**src/rtl/libstf.sv**
```systemverilog
// Shared types and default sizing for the memory-request path.
package libstf;

  localparam int VADDRESS_BITS       = 48;
  localparam int ALLOC_SIZE_BITS     = 32;
  localparam int MEM_REQ_MAX_BYTES   = 4096;
  localparam int MEM_MAX_OUTSTANDING = 16;

  typedef logic [VADDRESS_BITS-1:0]              vaddress_t;
  typedef logic [ALLOC_SIZE_BITS-1:0]            alloc_size_t;
  typedef logic [$clog2(MEM_REQ_MAX_BYTES):0]    req_len_t;

  localparam logic ST_IDLE  = 1'b0;
  localparam logic ST_SPLIT = 1'b1;

endpackage

```
**src/rtl/mem_req_order_fifo.sv**
```systemverilog
// 1-bit FIFO recording, per issued request, whether it closes its buffer.
module mem_req_order_fifo #(
  parameter int DEPTH = 16
) (
  input  logic clk,
  input  logic rst,
  input  logic i_push,
  input  logic i_din,
  input  logic i_pop,
  output logic o_dout,
  output logic o_empty,
  output logic o_full
);

  localparam int AW = $clog2(DEPTH);
  localparam logic [AW:0] FULL_CNT = (AW+1)'(DEPTH);

  logic [DEPTH-1:0] r_mem;
  logic [AW-1:0]    r_wr_ptr;
  logic [AW-1:0]    r_rd_ptr;
  logic [AW:0]      r_count;
  logic             w_push;
  logic             w_pop;

  assign o_empty = (r_count == '0);
  assign o_full  = (r_count == FULL_CNT);
  assign o_dout  = r_mem[r_rd_ptr];

  // A push into a full FIFO is legal only when a pop frees the slot.
  assign w_push = i_push && (!o_full || i_pop);
  assign w_pop  = i_pop && !o_empty;

  always_ff @(posedge clk) begin
    if (rst) begin
      r_wr_ptr <= '0;
      r_rd_ptr <= '0;
      r_count  <= '0;
    end else begin
      if (w_push) r_wr_ptr <= r_wr_ptr + 1'b1;
      if (w_pop)  r_rd_ptr <= r_rd_ptr + 1'b1;
      r_count <= r_count + {{AW{1'b0}}, w_push} - {{AW{1'b0}}, w_pop};
    end
  end

  // NOTE: storage is not reset; the count alone decides which entries are valid.
  always_ff @(posedge clk) begin
    if (w_push) r_mem[r_wr_ptr] <= i_din;
  end

endmodule

```
**src/rtl/mem_req_splitter.sv**
```systemverilog
// Splits buffer descriptors into boundary-respecting memory requests and
// reports buffer completion from in-order request completions.
module mem_req_splitter
  import libstf::*;
#(
  parameter int VADDR_BITS      = VADDRESS_BITS,
  parameter int SIZE_BITS       = ALLOC_SIZE_BITS,
  parameter int MAX_REQ_BYTES   = MEM_REQ_MAX_BYTES,
  parameter int MAX_OUTSTANDING = MEM_MAX_OUTSTANDING
) (
  input  logic                                 clk,
  input  logic                                 rst,
  input  logic                                 buf_valid,
  output logic                                 buf_ready,
  input  logic [VADDR_BITS-1:0]                buf_vaddr,
  input  logic [SIZE_BITS-1:0]                 buf_size,
  output logic                                 req_valid,
  input  logic                                 req_ready,
  output logic [VADDR_BITS-1:0]                req_vaddr,
  output logic [$clog2(MAX_REQ_BYTES):0]       req_len,
  output logic                                 req_last,
  input  logic                                 cpl_valid,
  output logic                                 buf_done,
  output logic [$clog2(MAX_OUTSTANDING):0]     outstanding,
  output logic                                 err_cpl
);

  localparam int LW   = $clog2(MAX_REQ_BYTES) + 1;
  localparam int OFFW = LW - 1;
  localparam int OW   = $clog2(MAX_OUTSTANDING) + 1;
  localparam logic [LW-1:0] MAX_REQ_L = LW'(MAX_REQ_BYTES);
  localparam logic [OW-1:0] MAX_OUT_L = OW'(MAX_OUTSTANDING);

  logic                  r_state;
  logic [VADDR_BITS-1:0] r_cur_addr;
  logic [SIZE_BITS-1:0]  r_remaining;
  logic [OW-1:0]         r_outstanding;
  logic                  r_err;
  logic                  r_buf_done;

  logic [OFFW-1:0]       w_off;
  logic [LW-1:0]         w_space;
  logic [LW-1:0]         w_len;
  logic                  w_last;
  logic                  w_split;
  logic                  w_issue;
  logic                  w_cpl_ok;
  logic                  w_fifo_dout;
  logic                  w_fifo_empty;
  logic                  w_fifo_full;
  logic                  w_fifo_flags_unused;

  // Bytes left before the next MAX_REQ_BYTES boundary bound the request.
  assign w_off   = r_cur_addr[OFFW-1:0];
  assign w_space = MAX_REQ_L - {1'b0, w_off};
  assign w_len   = (r_remaining < SIZE_BITS'(w_space)) ? LW'(r_remaining) : w_space;
  assign w_last  = (SIZE_BITS'(w_len) == r_remaining);

  assign w_split   = (r_state == ST_SPLIT);
  assign buf_ready = !w_split;
  assign req_valid = w_split && (r_outstanding < MAX_OUT_L);
  assign req_vaddr = w_split ? r_cur_addr : '0;
  assign req_len   = w_split ? w_len : '0;
  assign req_last  = w_split && w_last;

  assign w_issue  = req_valid && req_ready;
  assign w_cpl_ok = cpl_valid && (r_outstanding != '0);

  assign outstanding = r_outstanding;
  assign err_cpl     = r_err;
  assign buf_done    = r_buf_done;

  // The FIFO occupancy always mirrors r_outstanding, so its flags are redundant.
  assign w_fifo_flags_unused = w_fifo_empty | w_fifo_full;

  mem_req_order_fifo #(
    .DEPTH (MAX_OUTSTANDING)
  ) u_order_fifo (
    .clk     (clk),
    .rst     (rst),
    .i_push  (w_issue),
    .i_din   (w_last),
    .i_pop   (w_cpl_ok),
    .o_dout  (w_fifo_dout),
    .o_empty (w_fifo_empty),
    .o_full  (w_fifo_full)
  );

  always_ff @(posedge clk) begin
    if (rst) begin
      r_state       <= ST_IDLE;
      r_cur_addr    <= '0;
      r_remaining   <= '0;
      r_outstanding <= '0;
      r_err         <= 1'b0;
      r_buf_done    <= 1'b0;
    end else begin
      r_buf_done <= w_cpl_ok && w_fifo_dout;
      if (cpl_valid && !w_cpl_ok) r_err <= 1'b1;

      case ({w_issue, w_cpl_ok})
        2'b10:   r_outstanding <= r_outstanding + 1'b1;
        2'b01:   r_outstanding <= r_outstanding - 1'b1;
        default: r_outstanding <= r_outstanding;
      endcase

      case (r_state)
        ST_IDLE: begin
          if (buf_valid) begin
            r_cur_addr  <= buf_vaddr;
            r_remaining <= buf_size;
            r_state     <= ST_SPLIT;
          end
        end
        default: begin
          if (w_issue) begin
            r_cur_addr  <= r_cur_addr + VADDR_BITS'(w_len);
            r_remaining <= r_remaining - SIZE_BITS'(w_len);
            if (w_last) r_state <= ST_IDLE;
          end
        end
      endcase
    end
  end

endmodule

```
**config.mk**
```make
export PLATFORM = sky130hd
export DESIGN_NAME = mem_req_splitter
export DESIGN_NICKNAME = d
export VERILOG_FILES = /design/src/rtl/libstf.sv /design/src/rtl/mem_req_order_fifo.sv /design/src/rtl/mem_req_splitter.sv
export SDC_FILE = /design/constraint.sdc
export NUM_CORES = 1
export LEC_CHECK = 0
export CAP_MARGIN = 10
export CORE_MARGIN = 2
export CORE_UTILIZATION = 50
export DETAILED_ROUTE_END_ITERATION = 16
export MAX_ROUTING_LAYER = met4
export PLACE_DENSITY_LB_ADDON = 0.2
export SLEW_MARGIN = 10
export SYNTH_ARGS = -nofsm -noshare
export SYNTH_HDL_FRONTEND = slang
export SYNTH_SLANG_ARGS = --single-unit
```
**constraint.sdc**
```tcl
create_clock -name clk -period 9.29 [get_ports clk]
set_clock_uncertainty 0.2 [all_clocks]
set_input_delay 0.929 -clock clk [delete_from_list [all_inputs] [get_ports clk]]
set_output_delay 0.929 -clock clk [all_outputs]
set_load 0.05 [all_outputs]
```
==> results of run 1 <==
sequential cells by signal, summed over array words and instances, names as in the netlist:
| register | cells |
|---|---|
| u_order_fifo.r_count | 5 |
| outstanding | 5 |
| err_cpl | 1 |
| r_state | 1 |
| r_cur_addr | 48 |
| r_remaining | 32 |
| u_order_fifo.r_mem | 16 |
| u_order_fifo.r_wr_ptr | 4 |
| buf_done | 1 |
| u_order_fifo.r_rd_ptr | 4 |
layout by cell type (no fill, tap or decap), types with 9 or more instances in the layout:
cell type,synthesis,final
nand4_1,32,32
nor4_1,11,10
a21o_1,17,17
xor2_1,20,20
a21oi_1,87,87
clkbuf_16,0,17
and3_1,33,33
a31oi_1,14,14
buf_4,0,12
o21ai_0,40,40
dfxtp_1,101,100
clkdlybuf4s50_1,0,154
nand2_1,86,85
a22oi_1,15,15
and2_1,51,51
mux2i_1,47,47
ha_1,54,54
or3_1,9,9
nor2b_1,10,9
nor3_1,26,26
inv_1,57,57
nor2_1,143,142
nand3_1,26,26
xnor2_1,21,21
or4_1,15,15
edfxtp_1,16,16
o22ai_1,14,14
o211ai_1,11,11
a211oi_1,33,33
critical path: stages, from the launching register on:
cell             delay, ps
dfxtp_1                350
nor3_1                 310
nor3b_1                390
nand2_1                170
nor3_1                 200
xnor2_1                170
inv_1                   70
ha_1                   300
a21o_1                 180
a21o_1                 170
a21oi_1                160
nor2b_1                 90
a2111oi_4             1010
mux2i_1                270
ha_1                   420
and2_1                 190
nand4_1                180
nor4_2                 370
buf_4                  270
and2_1                 150
clkdlybuf4s50_1        800
final timing paths:
path | from | end | cells after the start
max | r_cur_addr[0] | req_last | 20
min | err_cpl | err_cpl | 2
max reg2reg | r_cur_addr[0] | r_cur_addr[22] | 23
min reg2reg | err_cpl | err_cpl | 2
kinds of logic after synthesis:
kind of cell / count (synthesis) / share of synthesized area [%]
XOR/XNOR: 41 / 4.035
buffers and inverters: 130 / 5.596
flip-flops: 117 / 28.12
AND/OR/NAND/NOR: 464 / 26.04
adder cells (fa/ha/maj): 58 / 8.493
AO/OA/AOI/OAI: 284 / 20.91
multiplexers: 54 / 6.805
metrics by stage:
step	hold slack, ps	worst slack [ps]	util, %	cell area (um^2)	power [mW]
floorplan	268.6	2794	-	8899	1.458
global placement	256.1	2123	60.83	10560	1.732
detailed placement	272.4	2023	60.83	10560	1.744
CTS	284.2	1517	63.99	11110	2.369
global route	300.5	1047	63.99	11110	2.525
finish	278.9	1519	63.99	11110	2.374
power by group through the flow:
stage	clock network [mW]	registers (mW)	logic, mW
finish	0.625	0.651	1.10
global route	0.653	0.661	1.21
CTS	0.630	0.649	1.09
detailed placement	0	0.660	1.08
global placement	0	0.659	1.07
floorplan	0	0.663	0.795
cell type report:
cell class	instances	area [um^2]
clock buffer	18	429.2
clock inverter	14	118.9
fill	1575	6250
inverter	58	217.7
multi-input combinational	901	5922
sequential	117	2506
tap	225	281.5
timing repair buffer	166	1632
per-layer routing:
layer	track usage, %	up-vias	share of wire [%]
li1	-	4419	-
met4	8.362	0	2.0
met2	46.60	355	47
met3	4.673	45	7.0
met5	-	-	0
met1	39.72	4282	44
==> flow_metrics.env, run 1 <==
export IMPL_cts_tree="done"
export IMPL_grt_max_degree=73
export IMPL_pin_count=156
export IMPL_maxSlewViolCount=0
export IMPL_synthTopCellsByCount="143 x nor2_1, 101 x dfxtp_1, 87 x a21oi_1"
export IMPL_synthTopCellsByArea="dfxtp_1 23%, ha_1 7.6%, nor2_1 6.0%, edfxtp_1 5.4%, mux2i_1 5.3%"
export IMPL_cts_hold_buffers_added=0
export IMPL_h_tree_depth=4
export IMPL_grt_pass1_vias=8440
export IMPL_vias_per_cell=6.071
export IMPL_finalCriticalPeriod_ps=7771
export IMPL_dieWidth_um=137.4
export IMPL_async_flop_share_pct=0
export IMPL_initial_core_util_pct=51.27
export IMPL_detail_route_antenna_nets=0
export IMPL_gp_congestion=0.9551
export IMPL_synth_ff_latch_count=117
export IMPL_power_density_nw_per_um2=213.8
export IMPL_switchingPower_mw=1.011
export IMPL_critPathArrivalTime_ps=6640
export IMPL_cts_made_buffers=17
export IMPL_cp_end_kind="primary output"
export IMPL_tightest_slew_ps=1138
export IMPL_syn_mean_instance_area_um2=7.751
export IMPL_clkTransAtPathRegs_ps=70
export IMPL_synthMostInstantiatedCell="nor2_1"
export IMPL_hold_viol=0
export IMPL_synth_edf_count=16
export IMPL_rsz0062_at_grt="false"
export IMPL_slew_headroom_pct=24.12
export IMPL_max_freq_mhz=128.7
export IMPL_track_usage_pct=29.68
export IMPL_setup_violations=0
export IMPL_ys_flop_type="dfxtp_1"
export IMPL_cts_root_buffer="clkbuf_16"
export IMPL_dr_pass1_iters=6
export IMPL_nets=1404
export IMPL_rrSetupSlack_ps=2170
export IMPL_die_h_um=137.4
export IMPL_p_leak_nw=4.393
export IMPL_tns_ps=0
export IMPL_clk_path_buf_depth=2
export IMPL_drtIter0Drc=840
export IMPL_ys_warnings_count=0
export IMPL_critical_path_required_ps=8160
export IMPL_drive_gt1_share_pct=5.024
export IMPL_synth_nets=1291
export IMPL_path_max_fanout=18
export IMPL_antenna_found_initial=0
export IMPL_area_delta_synth_final_pct=24.82
export IMPL_vias=9101
export IMPL_routed_wl_um=27070
export IMPL_n_antenna_cell=0
export IMPL_post_route_period_util_pct=83.64
export IMPL_p_sw_share_pct=42.59
export IMPL_grt_ovfl_total=0
export IMPL_rows=48
export IMPL_instances_no_fill=1499
export IMPL_critPathLaunchType="flop"
export IMPL_ir_drop_v=0.0001396
export IMPL_post_cts_resized=0
export IMPL_numClockSinks=117
export IMPL_p_clk_share_pct=26.3
export IMPL_die_area_um2=18880
export IMPL_yosysUniqueCellTypes=66
export IMPL_seqPwrFrac_pct=27.4
export IMPL_post_place_cells=1467
export IMPL_run_status="complete, no violations"
export IMPL_coreArea_um2=17360
export IMPL_hpwl_um=19050
export IMPL_synth_area_um2=8899
export IMPL_synth_cells=1148
export IMPL_seq_area_frac_synth_pct=28.12
export IMPL_portBuffers=155
export IMPL_wl_per_cell_um=18.06
export IMPL_grt_pass1_wl_um=42860
export IMPL_p_comb_share_pct=46.2
export IMPL_internal_power_mw=1.363
export IMPL_hold_path_class="flop to flop"
export IMPL_clk_latency_ps=440
export IMPL_drc=0
export IMPL_synth_top_area_cell="dfxtp_1"
export IMPL_drv_cap=0
export IMPL_cts_setup_buffers=0
export IMPL_critPathKind="flop to primary output"
export IMPL_synth_top_area_share_pct=22.72
(Power assumes the default switching activity.)
==> run 2, diff against run 1 <==
--- a/config.mk
+++ b/config.mk
@@ -7,7 +7,7 @@
 export LEC_CHECK = 0
 export CAP_MARGIN = 10
 export CORE_MARGIN = 2
-export CORE_UTILIZATION = 50
+export CORE_UTILIZATION = 49
 export DETAILED_ROUTE_END_ITERATION = 16
 export MAX_ROUTING_LAYER = met4
 export PLACE_DENSITY_LB_ADDON = 0.2
==> constraint.sdc (replaced) <==
create_clock -name clk -period 6.8 [get_ports clk]
set_clock_uncertainty 0.2 [all_clocks]
set_input_delay 0.68 -clock clk [delete_from_list [all_inputs] [get_ports clk]]
set_output_delay 0.68 -clock clk [all_outputs]
set_load 0.05 [all_outputs]
==> run 2 against run 1 <==
Combinational power grew 39%; non-clock buffer count is 4 higher; global-route usage shrank 0.81 points; worst setup slack worse by 1200 ps; sequential share of layout area shrank 0.18 points; critical path depth is the same; routed wire length grew 1.2%; die area is 2.0% higher; final area up 0.71%.
==> flow_metrics.env, run 2 (synthesis gave the netlist of run 1 again) <==
export IMPL_hold_path_class="flop to flop"
export IMPL_cts_root_buffer="clkbuf_16"
export IMPL_critPathKind="flop to primary output"
export IMPL_setup_violations=0
export IMPL_cts_hold_buffers_added=0
export IMPL_rrSetupSlack_ps=430
export IMPL_fin_ws_ps=274.9
export IMPL_fillCellCount=1639
export IMPL_multi_input_area_um2=5931
export IMPL_run_status="complete, no violations"
export IMPL_critPathArrivalTime_ps=5650
export IMPL_grt_max_degree=95
export IMPL_cts_setup_buffers=0
export IMPL_wl_met1_um=11960
export IMPL_dr_wl_met2_um=12690
export IMPL_cts_made_buffers=17
export IMPL_n_antenna_cell=0
export IMPL_r2r_start="r_cur_addr[1]"
export IMPL_wl_per_cell_um=18.17
export IMPL_power_mw=3.300
export IMPL_instances_no_fill=1507
export IMPL_gp_congestion=0.9515
export IMPL_cp_end_kind="primary output"
export IMPL_setup_worst_path_end="req_last"
export IMPL_ir_drop_v=0.0002056
export IMPL_dr_pass1_iters=6
export IMPL_crit_reg2reg_capture="r_cur_addr[47]"
export IMPL_portBuffers=155
export IMPL_drv_cap=0
export IMPL_clk_latency_ps=430
export IMPL_pin_count=156
export IMPL_grt_pass1_wl_um=44310
export IMPL_tightest_slew_ps=1185
export IMPL_setup_worst_path_start="r_cur_addr[1]"
export IMPL_hold_viol=0
export IMPL_critPathLaunchType="flop"
export IMPL_layout_common_cells="153 x clkdlybuf4s50_1, 142 x nor2_1, 100 x dfxtp_1, 87 x a21oi_1, 86 x nand2_1"
export IMPL_wl_met3_um=1982
export IMPL_area_delta_synth_final_pct=25.70
export IMPL_detail_route_antenna_nets=0
export IMPL_path_max_fanout=13
export IMPL_post_route_period_util_pct=95.96
export IMPL_p_leak_nw=4.438
export IMPL_drtIter0Drc=859
export IMPL_rows=49
export IMPL_layout_cells_most_common="clkdlybuf4s50_1"
export IMPL_antenna_found_initial=0
export IMPL_h_tree_depth=4
export IMPL_clkTransAtPathRegs_ps=60
export IMPL_grt_ovfl_total=0
export IMPL_largest_register_ffs=48
export IMPL_routed_wl_um=27380
export IMPL_vias=9172
export IMPL_initial_core_util_pct=49.71
export IMPL_die_area_um2=19250
export IMPL_max_freq_mhz=153.3
export IMPL_top_layer="met4"
export IMPL_track_usage_pct=28.87
export IMPL_reg_top3="r_cur_addr (48), r_remaining (32), u_order_fifo.r_mem (16)"
export IMPL_power_density_nw_per_um2=295.0
export IMPL_fin_util_pct=62.48
export IMPL_ff_latch_area_um2=2504
export IMPL_cts_tree="done"
export IMPL_clk_path_buf_depth=2
export IMPL_drive_gt1_share_pct=5.556
export IMPL_drc=0
export IMPL_grt_pass1_vias=8579
export IMPL_slew_headroom_pct=20.81
export IMPL_coreArea_um2=17900
export IMPL_post_cts_resized=0
export IMPL_die_h_um=138.8
export IMPL_finalCriticalPeriod_ps=6525
export IMPL_r2r_cells=23
export IMPL_numClockSinks=117
export IMPL_regMostFlops="r_cur_addr"
export IMPL_nets=1408
export IMPL_critical_path_required_ps=5920
export IMPL_maxSlewViolCount=0
export IMPL_post_place_cells=1475
export IMPL_hpwl_um=19290
export IMPL_dieWidth_um=138.8
export IMPL_dp_slack_ps=591.2
export IMPL_vias_per_cell=6.086
[run 2: through the flow]
stage               hold slack, ps  cell area [um^2]  TNS [ps]
floorplan                    268.6              8899         0
global placement             249.3             10600         0
detailed placement           272.6             10600         0
CTS                          280.6             11170         0
global route                 297.5             11190    -10.55
finish                       280.0             11190         0
[run 2: metal layers]
| metal | vias to the layer above | track usage (%) |
|---|---|---|
| met5 | - | - |
| met4 | 0 | 10.37 |
| met3 | 68 | 4.593 |
| met2 | 411 | 45.04 |
| met1 | 4262 | 38.10 |
| li1 | 4431 | - |
[run 2: area by class of cell]
cell class,count,share of cell area [%]
clock buffer,17,3.803
multi-input combinational,901,53.02
timing repair buffer,170,14.94
tap,229,2.562
clock inverter,15,1.342
sequential,117,22.38
inverter,58,1.946
[run 2: worst min-delay path by stage]
stage | from | to | slack [ps] | cells past startpoint
6_report | err_cpl | err_cpl | 280 | 2
5_1_grt | rst | u_order_fifo.r_wr_ptr[0] | 300 | 2
4_1_cts | rst | u_order_fifo.r_wr_ptr[2] | 280 | 2
3_5_place_dp | err_cpl | err_cpl | 270 | 2
3_3_place_gp | err_cpl | err_cpl | 250 | 2
2_1_floorplan | r_cur_addr[19] | r_cur_addr[19] | 270 | 2
[run 2: critical path, stage by stage (launching register included)]
cell	delay, ps
dfxtp_1	340
inv_1	140
ha_1	210
nand2_1	110
or4_1	480
nor4_1	300
xnor2_1	190
inv_1	90
ha_1	290
a21o_1	160
a21oi_1	130
nor2b_1	80
a2111oi_4	310
buf_4	300
mux2i_1	440
ha_1	260
and2_1	200
nand4_1	190
nor4_2	580
and2_1	270
buf_12	150
[run 2: power by group]
group	leakage, nW	switching, mW	internal, mW
Clock	0.274	0.371	0.511
Combinational	3.17	0.913	0.614
Sequential	0.989	0.110	0.780
Total	4.44	1.39	1.91
==> run 3, diff against run 2 <==
--- a/config.mk
+++ b/config.mk
@@ -5,9 +5,11 @@
 export SDC_FILE = /design/constraint.sdc
 export NUM_CORES = 1
 export LEC_CHECK = 0
+export ABC_AREA = 1
 export CAP_MARGIN = 10
 export CORE_MARGIN = 2
-export CORE_UTILIZATION = 49
+export CORE_UTILIZATION = 50
+export CTS_CLUSTER_SIZE = 25
 export DETAILED_ROUTE_END_ITERATION = 16
 export MAX_ROUTING_LAYER = met4
 export PLACE_DENSITY_LB_ADDON = 0.2
==> run 3 against run 2 <==
Synthesized cell count rose by 51%; critical endpoint unchanged; highest routed layer unchanged; sequential power rose by 5.3%; largest power group unchanged; sequential cell count did not move.
==> flow_metrics.env, run 3 <==
export IMPL_drv_cap=0
export IMPL_clkTransAtPathRegs_ps=70
export IMPL_path_cells="inv_1 > ha_1 > nand2_1 > nor2_2 > nand4_1 > nor2_1 > nand3_1 > xnor2_1 > ha_1 > nand3b_1 > a21oi_1 > nor2_4 > nand2_4 > nand2_2 > nand2_2 > ha_1 > nand2_1 > nor4_1 > nand3_1 > nor2_1 > clkdlybuf4s50_1"
export IMPL_synthTopCellsByCount="458 x nand2_1, 253 x inv_1, 178 x nor2_1"
export IMPL_vias_per_cell=5.391
export IMPL_area_delta_synth_final_pct=21.91
export IMPL_critPathArrivalTime_ps=5320
export IMPL_h_tree_depth=4
export IMPL_nets=1995
export IMPL_synth_area_um2=10370
export IMPL_die_area_um2=21910
export IMPL_wl_per_cell_um=15.15
export IMPL_rsz0062_at_grt="false"
export IMPL_internal_power_mw=1.940
export IMPL_ys_warnings_count=0
export IMPL_coreArea_um2=20300
export IMPL_ir_drop_v=0.0002464
export IMPL_track_usage_pct=30.69
export IMPL_reg_top3="r_cur_addr (48), r_remaining (32), u_order_fifo.r_mem (16)"
export IMPL_yosysUniqueCellTypes=47
export IMPL_synth_nets=1872
export IMPL_cts_root_buffer="clkbuf_16"
export IMPL_synthMostInstantiatedCell="nand2_1"
export IMPL_cts_tree="done"
export IMPL_cts_hold_buffers_added=0
export IMPL_cts_setup_buffers=0
export IMPL_hold_slack_ps=278.4
export IMPL_clk_path_buf_depth=2
export IMPL_cp_top_family="simple AND/OR/NAND/NOR gates"
export IMPL_power_mw=3.727
export IMPL_switchingPower_mw=1.788
export IMPL_max_freq_mhz=161.2
export IMPL_routed_wl_um=32350
export IMPL_critPathKind="flop to primary output"
export IMPL_dieWidth_um=148.0
export IMPL_synthTopCellsByArea="dfxtp_1 19%, nand2_1 17%, inv_1 9.2%, nand3_1 7.4%, ha_1 6.5%"
export IMPL_drive_gt1_share_pct=7.989
export IMPL_drtIter0Drc=839
export IMPL_initial_core_util_pct=51.09
export IMPL_p_leak_nw=6.237
export IMPL_instances_no_fill=2136
export IMPL_synth_ff_latch_count=117
export IMPL_tightest_slew_ps=869.4
export IMPL_crit_top_cell="ha_1"
export IMPL_synth_top_area_share_pct=19.50
export IMPL_layout_cells_most_common="nand2_1"
export IMPL_dr_pass1_iters=5
export IMPL_synth_edf_count=16
export IMPL_tns_ps=0
export IMPL_gp_congestion=1.026
export IMPL_antenna_found_initial=1
export IMPL_rows=52
export IMPL_run_status="complete, no violations"
export IMPL_cts_made_buffers=17
export IMPL_layout_common_cells="458 x nand2_1, 252 x inv_1, 178 x nor2_1, 155 x clkdlybuf4s50_1, 154 x nand3_1"
export IMPL_numClockSinks=117
export IMPL_setup_violations=0
export IMPL_pin_count=156
export IMPL_syn_mean_instance_area_um2=5.998
export IMPL_die_h_um=148.0
export IMPL_cp_end_kind="primary output"
export IMPL_portBuffers=155
export IMPL_regMostFlops="r_cur_addr"
export IMPL_hold_viol=0
export IMPL_seq_area_frac_synth_pct=24.13
export IMPL_grt_ovfl_total=0
export IMPL_maxSlewViolCount=0
export IMPL_power_density_nw_per_um2=294.8
export IMPL_largest_register_ffs=48
export IMPL_grt_max_degree=84
export IMPL_grt_pass1_wl_um=53250
export IMPL_synth_cells=1729
export IMPL_critPathLaunchType="flop"
export IMPL_ys_flop_type="dfxtp_1"
export IMPL_p_sw_share_pct=47.96
export IMPL_clk_latency_ps=440
export IMPL_p_comb_share_pct=50.4
export IMPL_post_cts_resized=0
export IMPL_critical_path_max_stage_delay_ps=810
export IMPL_path_max_fanout=14
export IMPL_post_place_cells=2103
export IMPL_async_flop_share_pct=0
export IMPL_seqPwrFrac_pct=25.1
export IMPL_p_clk_share_pct=24.5
export IMPL_hold_path_class="flop to flop"
export IMPL_hpwl_um=24240
export IMPL_fin_util_pct=62.28
export IMPL_finalCriticalPeriod_ps=6204
export IMPL_drc=0
export IMPL_critPathBufInv=2
export IMPL_critical_path_required_ps=5920
export IMPL_slew_headroom_pct=42.04
export IMPL_cpMaxStageDelayCell="clkdlybuf4s50_1"
export IMPL_post_route_period_util_pct=91.23
export IMPL_detail_route_antenna_nets=0
export IMPL_grt_pass1_vias=10710
export IMPL_vias=11520
export IMPL_fillCellCount=1993
export IMPL_synth_top_area_cell="dfxtp_1"
run 3: changes by cell type after synthesis, moves of 24 or more:
cell,delta
a21oi_1,+31
nand2_2,+34
inv_2,+24
o21ai_0,+38
and2_1,-49
nor2_1,+35
mux2i_1,-47
and3_1,-32
clkbuf_1,-34
nand2_1,+372
nand3_1,+128
inv_1,+196
a211oi_1,-28
run 3: final timing paths:
| kind | from | end | slack, ps | cells after the start |
|---|---|---|---|---|
| setup / recovery | r_cur_addr[1] | req_last | 600 | 21 |
| hold reg to reg | err_cpl | err_cpl | 280 | 2 |
| hold / removal | err_cpl | err_cpl | 280 | 2 |
| setup reg to reg | r_cur_addr[1] | r_remaining[20] | 1650 | 29 |
run 3: logic make-up (layout without fill, tap and decap cells):
family	Yosys count	count (layout)	share of synthesized area [%]
AND/OR/NAND/NOR	944	944	40.92
other	0	1	0
AO/OA/AOI/OAI	245	245	12.68
buffers and inverters	337	473	12.62
flip-flops	117	117	24.13
XOR/XNOR	28	28	2.365
adder cells (fa/ha/maj)	58	58	7.287
run 3: per-stage QoR:
stage	worst slack, ps	cell area (um^2)
6_report	596.2	12640
5_1_grt	266.7	12640
4_1_cts	672.5	12640
3_5_place_dp	1160	12050
3_3_place_gp	1297	12050
2_1_floorplan	2093	10370
run 3: per-layer routing:
layer,track usage (%),vias up,part of all wire (%)
li1,-,5785,-
met1,40.28,5230,45
met2,48.13,429,46
met3,5.154,71,6.8
met4,10.29,0,2.8
met5,-,-,0
run 3: layout make-up:
cell class	instances	area [um^2]	share of cell area, %
diodes	1	2.502	0.01979
clock buffers	17	425.4	3.365
clock inverters	15	161.4	1.277
inverters	280	1054	8.332
multi-input cells	1275	6560	51.89
flip-flops and latches	117	2506	19.82
well taps	270	337.8	2.672
repair buffers	161	1597	12.63
run 3: power groups by stage:
stage                     sequential, mW  combinational [mW]  clock [mW]
after floorplan                    0.959                1.33           0
after global placement             0.946                1.82           0
after detailed placement           0.948                1.84           0
after CTS                          0.934                1.86       0.914
after global routing               0.954                2.10       0.949
final                              0.937                1.88       0.912
run 3: worst reg2reg max path: cells and delay by family (launching register included):
family,cells,cell delay (ps)
buffers and inverters,4,370
adders and majority gates,4,1090
xor gates and xnor gates,1,240
and+or+nand+nor,18,2430
DFF,1,360
AOI/OAI and AO/OA,2,370
